<file path="src/rtl/if_id_buffer.sv">
// if_id_buffer: FIFO decoupling fetch from decode with valid/ready handshake and flush
module if_id_buffer #(
  parameter int width = 32,
  parameter int DEPTH = 2,
  parameter logic [width-1:0] NOP = width'(32'h00000013)
) (
  input  logic                     clk,
  input  logic                     rst,
  input  logic                     flush,
  input  logic                     in_valid,
  output logic                     in_ready,
  input  logic [width-1:0]         pc_in,
  input  logic [width-1:0]         pc_plus4_in,
  input  logic [width-1:0]         inst_in,
  output logic                     out_valid,
  input  logic                     out_ready,
  output logic [width-1:0]         pc_out,
  output logic [width-1:0]         pc_plus4_out,
  output logic [width-1:0]         inst_out,
  output logic [$clog2(DEPTH):0]   count
);
  localparam int AW = $clog2(DEPTH);
  localparam int CW = AW + 1;
  logic [width-1:0] pc_q [DEPTH];
  logic [width-1:0] pc4_q [DEPTH];
  logic [width-1:0] inst_q [DEPTH];
  logic [CW-1:0] count_q, count_d;
  logic [AW-1:0] wr_ptr_q, wr_ptr_d, rd_ptr_q, rd_ptr_d;
  logic push, pop;
  assign in_ready  = count_q != CW'(DEPTH);
  assign out_valid = count_q != '0;
  assign count     = count_q;
  assign pc_out       = out_valid ? pc_q[rd_ptr_q] : '0;
  assign pc_plus4_out = out_valid ? pc4_q[rd_ptr_q] : '0;
  assign inst_out     = out_valid ? inst_q[rd_ptr_q] : NOP;
  // next-state: flush wins over any handshake in the same cycle
  always_comb begin
    push     = in_valid & in_ready;
    pop      = out_valid & out_ready;
    count_d  = flush ? '0 : count_q + CW'(push) - CW'(pop);
    wr_ptr_d = flush ? '0 : wr_ptr_q + AW'(push);
    rd_ptr_d = flush ? '0 : rd_ptr_q + AW'(pop);
  end
  // occupancy and pointers; reset empties the buffer without a clock edge
  always_ff @(posedge clk or negedge rst) begin
    if (!rst) begin
      count_q  <= '0;
      wr_ptr_q <= '0;
      rd_ptr_q <= '0;
    end else begin
      count_q  <= count_d;
      wr_ptr_q <= wr_ptr_d;
      rd_ptr_q <= rd_ptr_d;
    end
  end
  // storage is never cleared; empty outputs are masked instead
  always_ff @(posedge clk) begin
    if (push && !flush) begin
      pc_q[wr_ptr_q]   <= pc_in;
      pc4_q[wr_ptr_q]  <= pc_plus4_in;
      inst_q[wr_ptr_q] <= inst_in;
    end
  end
endmodule

</file>
<file path="config.mk">
export PLATFORM = sky130hd
export DESIGN_NAME = if_id_buffer
export DESIGN_NICKNAME = d
export VERILOG_FILES = /design/src/rtl/if_id_buffer.sv
export SDC_FILE = /design/constraint.sdc
export NUM_CORES = 1
export LEC_CHECK = 0
export BUFFER_PORTS_ARGS = -buffer_cell sky130_fd_sc_hd__buf_2
export CAP_MARGIN = 10
export CORE_ASPECT_RATIO = 1.1
export CORE_UTILIZATION = 35
export CTS_CLUSTER_SIZE = 12
export DETAILED_ROUTE_END_ITERATION = 8
export SYNTH_ARGS = -nofsm -noshare
export SYNTH_HDL_FRONTEND = slang
export SYNTH_SLANG_ARGS = --single-unit
</file>
<file path="constraint.sdc">
create_clock -name clk -period 9.3 [get_ports clk]
set_clock_uncertainty 0.1 [all_clocks]
set_input_delay 1.395 -clock clk [delete_from_list [all_inputs] [get_ports clk]]
set_output_delay 1.395 -clock clk [all_outputs]
set_load 0.03 [all_outputs]
</file>
Word level (Yosys, flattened, before mapping):

Memories as Yosys holds them, arrays and structs flattened.
Cells that the tools add are included.

* bitwise operators: 2
* reductions and logical operators: 3
* $add $sub $neg: 4
* muxes and demuxes: 8
* equality and inequality tests: 1

Operator list (count)
* $mux W32: 3
* $mux W1: 4
* $add A1 B1 Y1: 2
* $add A2 B1 Y2: 1
* $and A1 B1 Y1: 2
* $mux W2: 1
* $ne A2 B2 Y1 const B: 1
* $reduce_bool A2 Y1: 1
* $sub A2 B1 Y2: 1
* $logic_and A1 B1 Y1: 1
* $logic_not A1 Y1: 1

* RAM bits: 192
* bits of input ports: 101
* memories kept: 3
* flip-flop bits (word level): 4

Memories
* inst_q: words 2, width 32, read ports 1, clocked after Yosys merged registers in 0, wr ports 1, line 26 `logic [width-1:0] inst_q [DEPTH];`
* pc4_q: words 2, width 32, read ports 1, clocked after Yosys merged registers in 0, wr ports 1, line 25 `logic [width-1:0] pc4_q [DEPTH];`
* pc_q: words 2, width 32, read ports 1, clocked after Yosys merged registers in 0, wr ports 1, line 24 `logic [width-1:0] pc_q [DEPTH];`

Longest topological paths before layout:

Gate-level depths: netlist of the first run.

* depth in word-level cells: 5
* mapped depth: 8
* gate-level depth less buffers: 8

Worst setup path after synthesis of the first run:

No wires, ideal clock.

* kind: input-to-reg
* start point: in in_valid
* end point: mem inst_q[1][0] (enable)
* arrival: 8.477 ns
* setup slack: 0.035 ns
* stages on the path: 2
* setup time: 0.688 ns
* required time: 8.512 ns
* cells stage by stage: nand2_2 nor3b_1

* word-level cells in the longest chain between the ends: 4

RTL lines
* start, declared: line 10 `input logic in_valid,`
* $and A1 B1 Y1: line 38 `push = in_valid & in_ready;`
* $logic_and A1 B1 Y1: line 58 `if (push && !flush) begin`
* $mux W1: line 58
* $mux W1 (implied by the code): line 61 `inst_q[wr_ptr_q] <= inst_in;`
* end, declared: line 26

No other way between the ends.

Worst setup path after layout of the first run:

* start point: reg rd_ptr_q
* end point: out inst_out[21]

* word-level cells in the longest chain between the ends: 2

RTL lines
* start, declared: line 28 `logic [AW-1:0] wr_ptr_q, wr_ptr_d, rd_ptr_q, rd_ptr_d;`
* start signal, assigned: line 53 `rd_ptr_q <= rd_ptr_d;`
* $mem_v2 Z2 W32
* $mux W32: line 35 `assign inst_out = out_valid ? inst_q[rd_ptr_q] : NOP;`
* end, declared: line 19 `output logic [width-1:0] inst_out,`

No other way between the ends.

==> results of run 1 <==
[state kept, by name, summed over array words and instances (netlist names)]
signal and flops:
wr_ptr_q 1, pc_q 64, pc4_q 64, count 2, rd_ptr_q 1, inst_q 64
[cell usage after synthesis, drive strengths merged]
library cell / number
ha: 2
nor3: 2
mux2i: 96
buf: 20
mux2: 1
xor2: 2
edfxtp: 192
nand2b: 1
o21ai: 1
nor2b: 2
nand2: 4
dfrtp: 4
clkbuf: 1
nor3b: 1
inv: 3
nor2: 97
and2: 1
[worst max path at each step]
stage | from | endpoint | slack [ns] | cells past startpoint
2_1_floorplan | in_valid | inst_q[1][0]$_DFFE_PP_ | 0.04 | 2
3_3_place_gp | rd_ptr_q$_DFF_PN0_ | pc_plus4_out[30] | 5.40 | 4
3_5_place_dp | rd_ptr_q$_DFF_PN0_ | inst_out[21] | 5.36 | 4
4_1_cts | rd_ptr_q$_DFF_PN0_ | inst_out[21] | 4.88 | 4
5_1_grt | rd_ptr_q$_DFF_PN0_ | inst_out[31] | 4.75 | 4
6_report | rd_ptr_q$_DFF_PN0_ | inst_out[21] | 4.92 | 4
[kinds of logic after synthesis]
| logic type | Yosys count | share of synthesized area, % |
|---|---|---|
| adder cells (fa/ha/maj) | 2 | 0.3332 |
| multiplexers | 97 | 12.95 |
| XOR/XNOR | 2 | 0.2333 |
| AO/OA/AOI/OAI | 1 | 0.06658 |
| buffers and inverters | 24 | 2.632 |
| flip-flops | 196 | 78.11 |
| AND/OR/NAND/NOR | 108 | 5.682 |
[cell type report]
cell class	instances	area, um2	share of cell area (%)
Sequential cell	196	5869	62.84
Multi-Input combinational cell	210	1461	15.65
Timing Repair Buffer	207	1054	11.28
Clock buffer	17	425.4	4.555
Tap cell	285	356.6	3.818
Clock inverter	14	155.1	1.661
Inverter	3	11.26	0.1206
Antenna cell	3	7.507	0.08038
[power groups by stage]
stage	Combinational [mW]	Clock, mW	Sequential (mW)
after floorplan	0.839	0	1.13
after global placement	1.06	0	1.16
after detailed placement	1.07	0	1.16
after CTS	1.07	0.754	1.14
after global routing	1.13	0.782	1.15
final	1.05	0.733	1.14
[routing by layer]
layer	vias up	part of all wire, %
li1	2001	-
met1	2063	41
met2	122	52
met3	11	6.5
met4	0	1.2
met5	-	0
[worst max-delay path, cell delays in order (launching register included)]
cell and delay, ns:
dfrtp_4 1.12, buf_4 0.70, mux2i_1 0.29, nor2_1 0.07, buf_2 0.20
==> impl_metrics.yaml, run 1 <==
cells_and_area:
  area_growth_pct: 24.38
  fillers: 1910
  drive_above_1_share_pct: 36.79
  final_cell_mix: "buf_2, edfxtp_1, mux2i_1, nor2_1, clkbuf_16"
  fin_area_um2: 9340
  final_common_cell: "buf_2"
  fin_util_pct: 44.94
  nets: 738
  final_cell_count_no_fill: 935
cts:
  clockRootBuffer: "clkbuf_16"
  clockBufferDepth: 2
  tritoncts: "yes"
  cts_resized: 0
  cts.clk_slew.worst_paths_ns: 0.07
  clkLatencyLatePin_ns: 0.42
  cts_setup_buffers: 0
  cts.sinks: 196
  htreeDepth: 4
  cts-buffers-inserted: 17
  cts_hold_buffers: 0
floorplanning:
  core.rowCount: 55
  fp.dieW_um: 141.7
  die_area_um2: 22050
  start_util_pct: 36.13
  io_pins: 201
  die_h_um: 155.6
  core-area_um2: 20780
global_routing:
  grt_start_max_net_pins: 60
  globalRouteMet3Util_pct: 4.359
  grt-busiest-layer: "met2"
  grt_util_met2_pct: 24.23
  antenna_found_initial: 3
  grt_pass1_vias: 4471
  grt_overflow_total: 0
  globalRouteTotalUtil_pct: 13.60
  grt_pass1_wl_mm: 22.70
  use_met1_pct: 15.21
logic_synthesis:
  ys_seq_area_share_pct: 78.11
  yosysTopAreaCellShare_pct: 76.77
  syn_area_per_cell_um2: 17.46
  syn_inst: 430
  ys_ff_latch: 196
  syn-num-nets: 533
  yosysWarningCount: 0
  synth_cell_types: 23
  synth.largest_area_cell: "edfxtp_1"
  synth_area_um2: 7510
  synthTopCellsByArea: "edfxtp_1, mux2i_1, nor2_1"
critical_path:
  cp-start-kind: "flip-flop"
  critPathRequiredTime_ns: 7.81
  cp-end-kind: "primary output"
  r2r_setup_slack_ns: 7.14
  worst-r2r-cell-count: 4
  r2r-end: "pc4_q[1][27]$_DFFE_PP_"
  crit_arrival_ns: 2.89
  cp_max_fo: 59
  worstReg2RegStart: "count[0]$_DFF_PN0_"
  critPathKind: "reg2out"
placed_design:
  hpwl_mm: 9.616
  placed_cell_area_um2: 8752
  pre_cts_ws_ns: 5.357
  place_congestion: 0.7095
  port_buffers: 200
  dp.cells: 901
sta:
  setup_viol: 0
  fin_crit_sh_pct: 47.14
  worst_hold_slack_ns: 0.5717
  finalCriticalPeriod_ns: 4.384
  rsz0062_at_grt: "no"
  clock.fmax_ghz: 0.2281
  drv_slew: 0
  finalSetupTns_ns: 0
  max-slew-margin-rel_pct: 29.25
  hold_viol: 0
  tightest_slew_ns: 1.061
  worst_slack_ns: 4.916
routing:
  viasPerCell: 4.489
  vias: 4197
  route.detailed.drc: 0
  drt_iter0_markers: 154
  avgRoutedWirePerCell_um: 15.73
  drtPass1Iterations: 4
  ant_nets: 0
  wl_mm: 14.71
worst_hold_path:
  hold_depth: 2
  min_to: "wr_ptr_q$_DFF_PN0_"
  holdCritStartpoint: "wr_ptr_q$_DFF_PN0_"
  min_path_type: "reg2reg"
power_and_ir_drop:
  swShare_pct: 38.49
  p_comb_share_pct: 36.0
  p_leak_nw: 3.532
  total_power_mw: 2.924
  power.density_nw_per_um2: 313.1
  ir_drop_mv: 0.1247
  p_seq_share_pct: 38.9
  internal_power_mw: 1.799
  power.clock.fraction_pct: 25.1
  power.switching_mw: 1.125
status:
  status: "finished clean"
job:
  maxCapViolCount: 0
Power figures use the tool's default switching activity.
==> run 2, diff against run 1 <==
--- a/config.mk
+++ b/config.mk
@@ -5,6 +5,7 @@
 export SDC_FILE = /design/constraint.sdc
 export NUM_CORES = 1
 export LEC_CHECK = 0
+export ABC_AREA = 1
 export BUFFER_PORTS_ARGS = -buffer_cell sky130_fd_sc_hd__buf_2
 export CAP_MARGIN = 10
 export CORE_ASPECT_RATIO = 1.1
==> constraint.sdc (replaced) <==
create_clock -name clk -period 4.3 [get_ports clk]
set_clock_uncertainty 0.1 [all_clocks]
set_input_delay 0.645 -clock clk [delete_from_list [all_inputs] [get_ports clk]]
set_output_delay 0.645 -clock clk [all_outputs]
set_load 0.03 [all_outputs]
==> run 2 against run 1 <==
- sequential power is 110% higher
- area after synthesis is 0.98% lower
- combinational power is 120% higher
- highest routed layer unchanged
- clock power is 100% higher
- critical path type unchanged
==> impl_metrics.yaml, run 2 <==
cells_and_area:
  fillers: 1923
  area_growth_pct: 23.86
  fin_util_pct: 44.46
  drive_above_1_share_pct: 31.43
  largestRegisters: "inst_q x64, pc4_q x64, pc_q x64"
  nets: 845
  final_cell_mix: "nand2_1, buf_2, edfxtp_1"
  fin_area_um2: 9210
logic_synthesis:
  synth.most_common_cell: "nand2_1"
  ys_ff_latch: 196
  synth_top_flop_cell: "edfxtp_1"
  synthXorXnorAreaFrac_pct: 0
  synth_cell_types: 14
  synth_top_family_by_area: "simple AND/OR/NAND/NOR gates"
  yosysTopAreaCellShare_pct: 77.54
  synth_compound_area_share_pct: 6.394
  post_synth_and_or_nand_nor_area_fraction_pct: 11.00
  synth_fa_ha_area_share_pct: 0.3365
  syn-num-nets: 650
  yosys-top-cells-count: "nand2_1, edfxtp_1, a21oi_1, buf_2, buf_4"
  ys_seq_area_share_pct: 78.88
  synth_area_um2: 7436
  syn_area_per_cell_um2: 13.59
  synth_edf_count: 192
  yosysWarningCount: 0
  syn_inst: 547
  synthTopCellsByArea: "edfxtp_1, nand2_1, a21oi_1"
  synth.largest_area_cell: "edfxtp_1"
  synth.mux.area_fraction_pct: 0
  synth-async-reset-ratio_pct: 2.041
critical_path:
  cp_slowest_stage_delay_ns: 0.83
  critPathRequiredTime_ns: 3.56
  r2r_setup_slack_ns: 2.05
  crit_path_cell_trace: "inv_4 -> nand2_1 -> a21oi_1 -> buf_2"
  cp-start-kind: "flip-flop"
  cp-end-kind: "primary output"
  worst-r2r-cell-count: 8
  crit_arrival_ns: 2.65
  r2r-end: "count[1]$_DFF_PN0_"
  crit_buf_inv: 2
  cp_max_fo: 96
  cpMaxStageDelayCell: "inv_4"
  worstReg2RegStart: "count[1]$_DFF_PN0_"
  path_delay_family: "buffers and inverters"
  critPathKind: "reg2out"
worst_hold_path:
  min_to: "pc_q[0][19]$_DFFE_PP_"
  hold_depth: 1
  holdCritStartpoint: "pc_in[19]"
  min_path_type: "in2reg"
floorplanning:
  die_area_um2: 21830
  die_h_um: 154.9
  fp.dieW_um: 141.0
  start_util_pct: 35.90
  io_pins: 201
  core.rowCount: 55
  core-area_um2: 20710
power_and_ir_drop:
  power.clock.fraction_pct: 23.8
  power.switching_mw: 2.557
  p_leak_nw: 3.650
  total_power_mw: 6.188
  internal_power_mw: 3.630
  power.density_nw_per_um2: 671.8
  swShare_pct: 41.33
  ir_drop_mv: 0.3419
  p_comb_share_pct: 37.8
  p_seq_share_pct: 38.4
sta:
  setup_viol: 0
  drv_slew: 0
  finalCriticalPeriod_ns: 3.391
  max-slew-margin-rel_pct: 28.82
  fin_crit_sh_pct: 78.86
  tightest_slew_ns: 1.068
  hold_viol: 0
  finalSetupTns_ns: 0
  rsz0062_at_grt: "no"
  worst_hold_slack_ns: 0.3074
  clock.fmax_ghz: 0.2949
cts:
  clkLatencyLatePin_ns: 0.41
  clockBufferDepth: 2
  cts.clk_slew.worst_paths_ns: 0.07
  tritoncts: "yes"
  clockRootBuffer: "clkbuf_16"
  cts-buffers-inserted: 17
  htreeDepth: 4
  cts.sinks: 196
placed_design:
  place_congestion: 0.7095
  port_buffers: 200
  hpwl_mm: 9.305
  placed_cell_area_um2: 8660
routing:
  avgRoutedWirePerCell_um: 15.50
  wl_mm: 16.13
  drtPass1Iterations: 6
  drt_iter0_markers: 222
  route.detailed.drc: 0
  viasPerCell: 4.614
  vias: 4799
  ant_nets: 0
global_routing:
  grt_overflow_total: 0
  grt_start_max_net_pins: 97
  grt_pass1_vias: 4836
  globalRouteTotalUtil_pct: 15.33
  grt_pass1_wl_mm: 25.13
  antenna_found_initial: 1
job:
  maxCapViolCount: 0
status:
  status: "finished clean"
-- run 2: cell types whose count changed after synthesis, sizes merged, moves of 2 or more --
cell	previous run	this run
nor2	97	8
nor2b	2	0
a21oi	0	95
nand2	4	200
xor2	2	0
mux2i	96	0
nand3	0	6
inv	3	8
buf	20	31
-- run 2: logic make-up after synthesis --
kind of cell | count (synthesis)
fa+ha+maj | 2
compound gates | 95
simple gates | 215
buf+inv | 39
flops | 196
-- run 2: layout make-up --
| type | instances | area, um2 | area share, % |
|---|---|---|---|
| Timing Repair Buffer | 207 | 1069 | 11.60 |
| Inverter | 8 | 32.53 | 0.3532 |
| Sequential cell | 196 | 5869 | 63.73 |
| Clock buffer | 19 | 432.9 | 4.700 |
| Clock inverter | 12 | 105.1 | 1.141 |
| Tap cell | 285 | 356.6 | 3.872 |
| Antenna cell | 1 | 2.502 | 0.02717 |
| Multi-Input combinational cell | 312 | 1343 | 14.58 |
-- run 2: power groups by stage --
| stage | sequential, mW | combinational, mW | clock, mW |
|---|---|---|---|
| 2_1_floorplan | 2.38 | 1.73 | 0 |
| 3_3_place_gp | 2.41 | 2.37 | 0 |
| 3_5_place_dp | 2.42 | 2.37 | 0 |
| 4_1_cts | 2.37 | 2.38 | 1.52 |
| 5_1_grt | 2.39 | 2.53 | 1.58 |
| 6_report | 2.37 | 2.34 | 1.47 |
-- run 2: timing repair --
action,CTS,global route
setup buffers,0,0
endpoints found under the hold margin,4,0
gates resized for setup,0,0
hold buffers,1,0
-- run 2: worst register-to-register path, delay by kind of cell (launching register included) --
kind	cells	cell delay [ns]
buffers and inverters	2	0.63
and+or+nand+nor	3	0.35
adders and majority gates	2	0.49
AOI/OAI and AO/OA	1	0.13
DFF	1	0.45
-- run 2: layer usage --
layer,up-vias,wire length (um),global-route usage [%]
met5,-,0,0
met4,0,192,4.658
met1,2308,7049,18.58
met3,12,1015,4.617
li1,2308,-,-
met2,171,7867,26.30
-- run 2: stage by stage --
step,setup slack [ns],cells
3_5_place_dp,1.336,1007
4_1_cts,0.8673,1039
6_report,0.9091,1040
5_1_grt,0.6804,1040
3_3_place_gp,1.306,1007
2_1_floorplan,0.1711,547
-- run 2: worst max path at each step --
stage | cells past startpoint | slack [ns] | start | to
finish | 4 | 0.91 | rd_ptr_q$_DFF_PN0_ | pc_out[21]
global route | 4 | 0.68 | rd_ptr_q$_DFF_PN0_ | pc_plus4_out[31]
CTS | 4 | 0.87 | rd_ptr_q$_DFF_PN0_ | pc_out[21]
detailed placement | 4 | 1.34 | rd_ptr_q$_DFF_PN0_ | pc_out[21]
global placement | 4 | 1.31 | rd_ptr_q$_DFF_PN0_ | inst_out[11]
floorplan | 4 | 0.17 | count[0]$_DFF_PN0_ | inst_q[1][0]$_DFFE_PP_
==> run 3, diff against run 2 <==
==> constraint.sdc (replaced) <==
create_clock -name clk -period 3.53 [get_ports clk]
set_clock_uncertainty 0.1 [all_clocks]
set_input_delay 0.5295 -clock clk [delete_from_list [all_inputs] [get_ports clk]]
set_output_delay 0.5295 -clock clk [all_outputs]
set_load 0.03 [all_outputs]
==> run 3 against run 2 <==
- total power up 25%
- sequential share of layout area down 0.70 points
- non-clock buffer count up 3
- final cell count up 0.29%
- register-to-register slack worse by 0.87 ns
- sequential power up 20%
==> impl_metrics.yaml, run 3 (synthesized netlist as in run 2, its figures left out) <==
cells_and_area:
  drive_above_1_share_pct: 32.72
  area_growth_pct: 25.29
  largestRegisters: "inst_q x64, pc4_q x64, pc_q x64"
  fillers: 1900
  final_cell_mix: "buf_2, nand2_1, edfxtp_1"
  num_antenna_cells: 0
  nets: 848
  fin_area_um2: 9316
  final_common_cell: "buf_2"
worst_hold_path:
  hold_depth: 1
  min_to: "pc_q[1][18]$_DFFE_PP_"
  min_path_type: "in2reg"
  holdCritStartpoint: "pc_in[18]"
routing:
  viasPerCell: 4.581
  ant_nets: 0
  dr_wl_met2_mm: 8.217
  drtPass1Iterations: 4
  vias: 4778
  drt_iter0_markers: 200
  detail_route.wirelength.met1_mm: 7.145
  route.detailed.drc: 0
  highest_layer: "met4"
  wl_mm: 16.38
  wl_met3_um: 867
  avgRoutedWirePerCell_um: 15.70
cts:
  clockBufferDepth: 2
  cts_setup_buffers: 0
  cts.sinks: 196
  htreeDepth: 4
  cts_hold_buffers: 1
  clockRootBuffer: "clkbuf_16"
  cts.clk_slew.worst_paths_ns: 0.07
  cts_resized: 0
  clkLatencyLatePin_ns: 0.42
  tritoncts: "yes"
  cts-buffers-inserted: 17
global_routing:
  antenna_found_initial: 1
  grt_pass1_wl_mm: 25.65
  grt_overflow_total: 0
  grt_pass1_vias: 4777
  globalRouteTotalUtil_pct: 15.66
  grt_start_max_net_pins: 99
critical_path:
  r2r-end: "count[0]$_DFF_PN0_"
  critPathKind: "reg2out"
  cp-start-kind: "flip-flop"
  critPathRequiredTime_ns: 2.90
  worst-r2r-cell-count: 8
  r2r_setup_slack_ns: 1.18
  cp-end-kind: "primary output"
  cp_max_fo: 53
  crit_arrival_ns: 2.08
  worstReg2RegStart: "count[1]$_DFF_PN0_"
floorplanning:
  die_h_um: 154.9
  io_pins: 201
  core.rowCount: 55
  start_util_pct: 35.90
  die_area_um2: 21830
  core-area_um2: 20710
  fp.dieW_um: 141.0
job:
  maxCapViolCount: 0
placed_design:
  place_congestion: 0.7546
  port_buffers: 200
  placed_cell_area_um2: 8725
  hpwl_mm: 9.691
sta:
  clock.fmax_ghz: 0.3686
  finalCriticalPeriod_ns: 2.713
  drv_slew: 0
  max-slew-margin-rel_pct: 48.21
  worst_hold_slack_ns: 0.1930
  tightest_slew_ns: 0.7769
  fin_crit_sh_pct: 76.86
  rsz0062_at_grt: "no"
  finalSetupTns_ns: 0
  hold_viol: 0
  setup_viol: 0
power_and_ir_drop:
  p_leak_nw: 3.698
  total_power_mw: 7.735
  ir_drop_mv: 0.4762
  power.density_nw_per_um2: 830.3
status:
  status: "finished clean"
==> run 3: cell count changes in the layout (fill, tap and decap cells not counted), sizes merged <==
cell and change:
clkinvlp +1, inv +3, bufinv +1, diode -1, buf +3, clkinv -4
==> run 3: cell type report <==
class                   count  area, um2  area share, %
flip-flops and latches    196       5872          63.03
repair buffers            210       1116          11.98
multi-input cells         312       1358          14.57
clock inverters            13      148.9          1.598
clock buffers              19      432.9          4.647
inverters                   8      32.53         0.3492
well taps                 285      356.6          3.828
==> run 3: stage by stage <==
stage	utilization, %	setup slack (ns)	instances
2_1_floorplan	-	-0.07726	547
3_3_place_gp	42.12	1.181	1010
3_5_place_dp	42.12	1.131	1010
4_1_cts	44.98	0.7088	1043
5_1_grt	44.98	0.6346	1043
6_report	44.98	0.8170	1043
==> run 3: worst max path at each step <==
stage | start | end | slack [ns] | cells past startpoint
4_1_cts | count[1]$_DFF_PN0_ | pc_plus4_out[26] | 0.71 | 4
6_report | count[1]$_DFF_PN0_ | pc_out[9] | 0.82 | 4
3_3_place_gp | count[1]$_DFF_PN0_ | count[1]$_DFF_PN0_ | 1.18 | 8
2_1_floorplan | count[0]$_DFF_PN0_ | inst_q[0][0]$_DFFE_PP_ | -0.08 | 4
5_1_grt | rd_ptr_q$_DFF_PN0_ | pc_plus4_out[26] | 0.63 | 5
3_5_place_dp | count[1]$_DFF_PN0_ | count[1]$_DFF_PN0_ | 1.13 | 8
==> run 3: power breakdown <==
part | switching, mW | total [mW] | internal, mW | leakage (nW)
sequential | 0.0652 | 2.85 | 2.78 | 1.81
clock | 0.865 | 1.93 | 1.06 | 0.276
combinational | 2.24 | 2.96 | 0.721 | 1.61
total | 3.17 | 7.74 | 4.56 | 3.70
==> run 3: worst max-delay path, stage by stage, from the launching register on <==
cell and delay (ns):
dfrtp_2 0.46, nor2_4 0.53, buf_12 0.33, a21oi_1 0.10, buf_2 0.20
==> run 3: layer usage <==
layer	global-route usage (%)	up-vias
met4	4.296	0
met2	26.32	134
met5	0	-
met3	4.494	11
li1	-	2313
met1	19.80	2320
